$ cat config.mk
export PLATFORM = sky130hd
export DESIGN_NAME = tff_bank_ctrl_flat
export DESIGN_NICKNAME = d
export VERILOG_FILES = /design/src/rtl/tff_bank_ctrl_if.sv /design/src/rtl/tff_bank_ctrl.sv /design/src/flat_wrapper.sv
export SDC_FILE = /design/constraint.sdc
export NUM_CORES = 1
export LEC_CHECK = 0
export ABC_AREA = 1
export CAP_MARGIN = 15
export CELL_PAD_IN_SITES_DETAIL_PLACEMENT = 0
export CELL_PAD_IN_SITES_GLOBAL_PLACEMENT = 1
export CORE_MARGIN = 4
export CORE_UTILIZATION = 39
export DETAILED_ROUTE_END_ITERATION = 8
export PLACE_DENSITY_LB_ADDON = 0.1
export SLEW_MARGIN = 20
export SYNTH_ARGS = -nofsm -noshare
export SYNTH_HDL_FRONTEND = slang
export SYNTH_SLANG_ARGS = --single-unit
$ cat constraint.sdc
create_clock -name clk_i -period 2.6 [get_ports clk_i]
set_input_delay 0.52 -clock clk_i [delete_from_list [all_inputs] [get_ports clk_i]]
set_output_delay 0.52 -clock clk_i [all_outputs]
set_load 0.01 [all_outputs]
$ cat src/rtl/tff_bank_ctrl_if.sv
// Command handshake between the datapath controller (master) and the
// T-flip-flop bank sequencer (slave).
interface tff_bank_ctrl_if #(
    parameter int unsigned WIDTH = 8
);
    logic             cmd_valid;
    logic             cmd_ready;
    logic [2:0]       cmd_op;
    logic [WIDTH-1:0] cmd_data;

    modport master (
        output cmd_valid,
        output cmd_op,
        output cmd_data,
        input  cmd_ready
    );

    modport slave (
        input  cmd_valid,
        input  cmd_op,
        input  cmd_data,
        output cmd_ready
    );
endinterface

$ cat src/rtl/tff_bank_ctrl.sv
// Sequencer for a T-flip-flop register bank: turns word commands into a
// one-tick toggle vector, reads the bank back and retries on mismatch.
module tff_bank_ctrl #(
    parameter int unsigned WIDTH     = 8,
    parameter int unsigned MAX_RETRY = 2
) (
    input  logic             clk_i,
    input  logic             rst_ni,
    tff_bank_ctrl_if.slave   cmd,
    input  logic [WIDTH-1:0] q_i,
    output logic [WIDTH-1:0] t_o,
    output logic             tick_o,
    output logic             done_o,
    output logic             resp_err_o,
    output logic             err_sticky_o,
    output logic [WIDTH-1:0] result_o
);

    localparam logic [2:0] OpLoad  = 3'd0;
    localparam logic [2:0] OpClear = 3'd1;
    localparam logic [2:0] OpSet   = 3'd2;
    localparam logic [2:0] OpInc   = 3'd3;
    localparam logic [2:0] OpDec   = 3'd4;
    localparam logic [2:0] OpShl   = 3'd5;
    localparam logic [2:0] OpShr   = 3'd6;
    localparam logic [2:0] OpInv   = 3'd7;

    localparam logic [2:0] MaxRetry = 3'(MAX_RETRY);

    typedef enum logic [1:0] {StIdle, StCalc, StApply, StCheck} state_e;

    state_e           state_q, state_d;
    logic [2:0]       op_q, op_d;
    logic [WIDTH-1:0] data_q, data_d;
    logic [WIDTH-1:0] target_q, target_d;
    logic [2:0]       retry_q, retry_d;
    logic [WIDTH-1:0] t_q, t_d;
    logic             tick_q, tick_d;
    logic             done_q, done_d;
    logic             resp_err_q, resp_err_d;
    logic             err_sticky_q, err_sticky_d;
    logic [WIDTH-1:0] result_q, result_d;
    logic [WIDTH-1:0] calc_target;

    always_comb begin
        calc_target = data_q;
        unique case (op_q)
            OpLoad:  calc_target = data_q;
            OpClear: calc_target = '0;
            OpSet:   calc_target = '1;
            OpInc:   calc_target = q_i + WIDTH'(1);
            OpDec:   calc_target = q_i - WIDTH'(1);
            OpShl:   calc_target = {q_i[WIDTH-2:0], data_q[0]};
            OpShr:   calc_target = {data_q[0], q_i[WIDTH-1:1]};
            OpInv:   calc_target = ~q_i;
        endcase
    end

    always_comb begin
        state_d      = state_q;
        op_d         = op_q;
        data_d       = data_q;
        target_d     = target_q;
        retry_d      = retry_q;
        t_d          = t_q;
        tick_d       = tick_q;
        done_d       = 1'b0;
        resp_err_d   = 1'b0;
        err_sticky_d = err_sticky_q;
        result_d     = result_q;

        unique case (state_q)
            StIdle: begin
                if (cmd.cmd_valid) begin
                    op_d    = cmd.cmd_op;
                    data_d  = cmd.cmd_data;
                    retry_d = '0;
                    state_d = StCalc;
                end
            end
            StCalc: begin
                // A retry re-applies the original target against the live bank.
                target_d = (retry_q == '0) ? calc_target : target_q;
                t_d      = target_d ^ q_i;
                tick_d   = 1'b1;
                state_d  = StApply;
            end
            StApply: begin
                t_d     = '0;
                tick_d  = 1'b0;
                state_d = StCheck;
            end
            StCheck: begin
                if (q_i == target_q) begin
                    done_d   = 1'b1;
                    result_d = target_q;
                    state_d  = StIdle;
                end else if (retry_q < MaxRetry) begin
                    retry_d = retry_q + 3'd1;
                    state_d = StCalc;
                end else begin
                    done_d       = 1'b1;
                    resp_err_d   = 1'b1;
                    err_sticky_d = 1'b1;
                    result_d     = target_q;
                    state_d      = StIdle;
                end
            end
        endcase
    end

    always_ff @(posedge clk_i or negedge rst_ni) begin
        if (!rst_ni) begin
            state_q      <= StIdle;
            op_q         <= '0;
            data_q       <= '0;
            target_q     <= '0;
            retry_q      <= '0;
            t_q          <= '0;
            tick_q       <= 1'b0;
            done_q       <= 1'b0;
            resp_err_q   <= 1'b0;
            err_sticky_q <= 1'b0;
            result_q     <= '0;
        end else begin
            state_q      <= state_d;
            op_q         <= op_d;
            data_q       <= data_d;
            target_q     <= target_d;
            retry_q      <= retry_d;
            t_q          <= t_d;
            tick_q       <= tick_d;
            done_q       <= done_d;
            resp_err_q   <= resp_err_d;
            err_sticky_q <= err_sticky_d;
            result_q     <= result_d;
        end
    end

    assign cmd.cmd_ready = (state_q == StIdle);
    assign t_o           = t_q;
    assign tick_o        = tick_q;
    assign done_o        = done_q;
    assign resp_err_o    = resp_err_q;
    assign err_sticky_o  = err_sticky_q;
    assign result_o      = result_q;

endmodule

$ cat src/flat_wrapper.sv
// flat-port wrapper written by rule: the top's interface ports become plain ports
module tff_bank_ctrl_flat 
#(
    parameter int unsigned WIDTH     = 8,
    parameter int unsigned MAX_RETRY = 2
)
  (clk_i, rst_ni, q_i, t_o, tick_o, done_o, resp_err_o, err_sticky_o, result_o, cmd_cmd_valid, cmd_cmd_op, cmd_cmd_data, cmd_cmd_ready);
  tff_bank_ctrl_if #(.WIDTH(WIDTH)) cmd_i ();
  input  logic clk_i;
  input  logic rst_ni;
  input  logic [WIDTH-1:0] q_i;
  output logic [WIDTH-1:0] t_o;
  output logic tick_o;
  output logic done_o;
  output logic resp_err_o;
  output logic err_sticky_o;
  output logic [WIDTH-1:0] result_o;
  input wire logic [$bits(cmd_i.cmd_valid)-1:0] cmd_cmd_valid;
  input wire logic [$bits(cmd_i.cmd_op)-1:0] cmd_cmd_op;
  input wire logic [$bits(cmd_i.cmd_data)-1:0] cmd_cmd_data;
  output wire logic [$bits(cmd_i.cmd_ready)-1:0] cmd_cmd_ready;
  assign cmd_i.cmd_valid = cmd_cmd_valid;
  assign cmd_i.cmd_op = cmd_cmd_op;
  assign cmd_i.cmd_data = cmd_cmd_data;
  assign cmd_cmd_ready = cmd_i.cmd_ready;
  tff_bank_ctrl #(.WIDTH(WIDTH), .MAX_RETRY(MAX_RETRY)) u_core (.clk_i(clk_i), .rst_ni(rst_ni), .cmd(cmd_i), .q_i(q_i), .t_o(t_o), .tick_o(tick_o), .done_o(done_o), .resp_err_o(resp_err_o), .err_sticky_o(err_sticky_o), .result_o(result_o));
endmodule
==> metrics.md <==
| Metric | Value |
|---|---|
| CP Launch Type | flop |
| Final TNS setup | 0 ns |
| Clk_skew | between 0.003 and 0.004 ns |
| Final #Nets | about 450 |
| RSZ-0062 raised after global routing | false |
| Max Cap Viol | 0 |
| Synth cell types | 24 |
| Top FF cell, synth | dfrtp_1 |
| Max Freq | about 450 MHz |
| Final Setup Violations | 0 |
| Initial Util | 0.408 |
| DRT Pass-1 Iters | 4 |
| Dpl hpwl | between 5 and 6 mm |
| Worst skew pair latency | 0.29 ns |
| Total track usage | 0.170 |
| Core area | 0.00646 mm2 |
| Share of cells above drive strength 1 | 0.0863 |
| Post-synth ARST share | 1.00 |
| Final std cells w/o fill | approximately 500 |
| CTS buffer count | 5 |
| # fillers | 668 |
| Cts hold-fix bufs | 0 |
| Logic pwr share | 0.591 |
| Fin. max-slew vios | 0 |
| Design Area, Final | between 0.003 and 0.004 mm2 |
| Sw Share | 0.461 |
| Clock power frac | 0.101 |
| Clock sinks | 44 |
| Mean routed wirelength per cell | 13.5 um |
| Root Driver | clkbuf_8 |
| Synthesized area per cell | approximately 7.3 um2 |
| Final Hold Fails | 0 |
| Hold Path Class | primary input to async pin |
| CP max FO | 7 |
| Routed via count | between 2,000 and 2,500 |
| Required time of the critical path | roughly 2.8 ns |
| Grt total ovfl | 0 |
| Crit path DAT | roughly 2.4 ns |
| Initial DRC count | 137 |
| CTS max path bufs | 2 |
| Final cycle utilization of the critical path | 0.864 |
| Initial antenna violation count | 0 |
| Row Count | 29 |
| VDD IR max | ~0.00064 V |
| Status | finished clean |
| CTS tree | built |
| Reg area | ~0.0011 mm2 |
| Syn nets | roughly 400 |
| Post-DP Area | 0.00322 mm2 |
| # diodes | 0 |
| Leakage power | between 1.5 and 2 nW |
| Vias/cell | 5.02 |
| GPL Wtd Cong | 0.856 |
| YS warnings | 0 |
| Int Pwr | ~2.1 mW |
| Antenna viol nets, final | 0 |
| Drt drc | 0 |
| Die height | between 90 and 100 um |
| Io pins | 43 |
| Pin count of the biggest net entering global routing | 31 |
| Max transition margin | 0.534 |
| Vias in the first global route | around 2,400 |
| PwrDens | around 1200 mW/mm2 |
| Final WL | 6.65 mm |
| Global-route wire length before repair | 11.3 mm |
| Port-buffer cells | 42 |
| Multi-input logic area | ~0.0013 mm2 |
| Area growth from synthesis to layout | 25.4% |
| Number of flops mapped to enable cells by yosys | 0 |
| CP Class | flop to flop |
| Placed insts | 487 |
| H-tree level count | 2 |
| Die width | between 90 and 100 um |
| Min Tclk post-route | approximately 2.2 ns |
| Sw Pwr | 1.82 mW |
| Synthesized instance count | 360 |
| Post-synthesis sequential area ratio | 0.418 |
| Mapped Area | approximately 0.0026 mm2 |
| #FFs+latches synth | 44 |
| Worst Tran Pin Value | 0.700 ns |
| Clock-pin slew on the worst setup and hold paths | roughly 0.08 ns |
| Sequential share of power | 0.308 |
| Crit. End Element | flop |
| Die area | around 0.0081 mm2 |
state kept, by name, summed over array words and instances (netlist names):
signal and cells:
u_core.op_q 3, u_core.state_q 2, u_core.resp_err_o 1, u_core.result_o 8, u_core.target_q 8, u_core.tick_o 1
u_core.retry_q 3, u_core.done_o 1, u_core.t_o 8, u_core.err_sticky_o 1, u_core.data_q 8
synthesized netlist by cell type (3+ instances only):
master | count | share of area
xor2_1 | 4 | 0.013
dfrtp_1 | 44 | 0.42
nand4_1 | 5 | 0.012
a21oi_1 | 15 | 0.029
clkbuf_1 | 5 | 0.0071
mux2_2 | 6 | 0.026
ha_1 | 12 | 0.057
nand2_1 | 112 | 0.16
o21ai_0 | 30 | 0.057
o22ai_1 | 5 | 0.012
inv_1 | 46 | 0.066
nor2_1 | 25 | 0.036
or2_2 | 3 | 0.0071
nand3_1 | 35 | 0.067
kinds of logic after synthesis:
kind of cell | after synthesis | share of synthesized area
xor+xnor | 4 | 0.0133
compound gates | 55 | 0.111
mux | 6 | 0.0257
buf+inv | 53 | 0.0755
flops | 44 | 0.418
simple gates | 185 | 0.292
fa+ha+maj | 13 | 0.0646
timing repair:
item | CTS | global route
setup buffers | 0 | 0
endpoints found under the setup margin | 0 | 1
resized for setup | 0 | 1
through the flow:
step                      total power, mW  hold slack [ns]   util  setup WS [ns]
after global placement               3.54            0.456  0.499          0.105
after global routing                 4.40            0.322  0.511         0.0371
after detailed placement             3.56            0.465  0.499         0.0632
after CTS                            3.98            0.307  0.511          0.263
final                                3.95            0.275  0.511          0.353
after floorplan                      2.72            0.224      -          0.551
per-layer routing:
metal | GRT usage | routed length [um] | up-vias | share of wire
met5 | 0 | 0 | - | 0
met4 | 0.0497 | 82 | 0 | 0.012
met3 | 0.0342 | 312 | 8 | 0.047
met2 | 0.284 | 3060 | 53 | 0.46
met1 | 0.223 | 3190 | 1148 | 0.48
li1 | - | - | 1272 | -
critical path, cell delays in order (launching register included):
cell and delay, ns:
dfrtp_1 0.45, nor2_2 0.12, nand2_1 0.13, inv_2 0.17, ha_1 0.31, nand2_1 0.11, inv_1 0.05, a21oi_1 0.19
nand2_1 0.08, nand2_1 0.06, nand3_1 0.07, nand2_1 0.07, nand2_1 0.07, nand2_1 0.08, nand2_1 0.05, nand3_1 0.08
nand2_1 0.05
layout by cell type, fill, tap and decap left out, types with 2 or more instances in the layout:
cell type,netlist,final
nand2_2,2,2
o21ai_0,30,30
a21oi_1,15,15
or2_2,3,3
buf_4,0,13
nor3_1,2,2
inv_2,2,3
mux2_2,6,6
clkbuf_8,0,5
nand2_1,112,112
nand3_1,35,35
ha_1,12,12
dfrtp_1,44,44
nor2_1,25,25
inv_1,46,45
xor2_1,4,4
nand4_1,5,5
o22ai_1,5,5
clkdlybuf4s50_1,0,41
area by class of cell:
| cell class | instances | share of cell area |
|---|---|---|
| clock buffer | 6 | 0.0220 |
| clock inverter | 1 | 0.00152 |
| inverter | 48 | 0.0546 |
| multi-input combinational | 263 | 0.404 |
| sequential | 44 | 0.333 |
| tap | 77 | 0.0292 |
| timing repair buffer | 55 | 0.155 |
final timing paths:
kind | start | to | cells past startpoint | slack (ns)
setup / recovery | u_core.op_q[1] | u_core.t_o[7] | 16 | 0.35
hold / removal | rst_ni | u_core.t_o[5] | 1 | 0.28
setup reg to reg | u_core.op_q[1] | u_core.t_o[7] | 16 | 0.35
hold reg to reg | u_core.err_sticky_o | u_core.err_sticky_o | 1 | 0.48
max in group asynchronous | rst_ni | u_core.data_q[6] | 2 | 1.74
min in group clk_i | u_core.err_sticky_o | u_core.err_sticky_o | 1 | 0.48
power by group through the flow:
stage	logic (mW)	registers (mW)	clock network (mW)
after global placement	2.32	1.23	0
after floorplan	1.46	1.26	0
after global routing	2.69	1.26	0.448
final	2.34	1.22	0.400
after detailed placement	2.33	1.23	0
after CTS	2.35	1.22	0.413
Power figures use the tool's default switching activity.
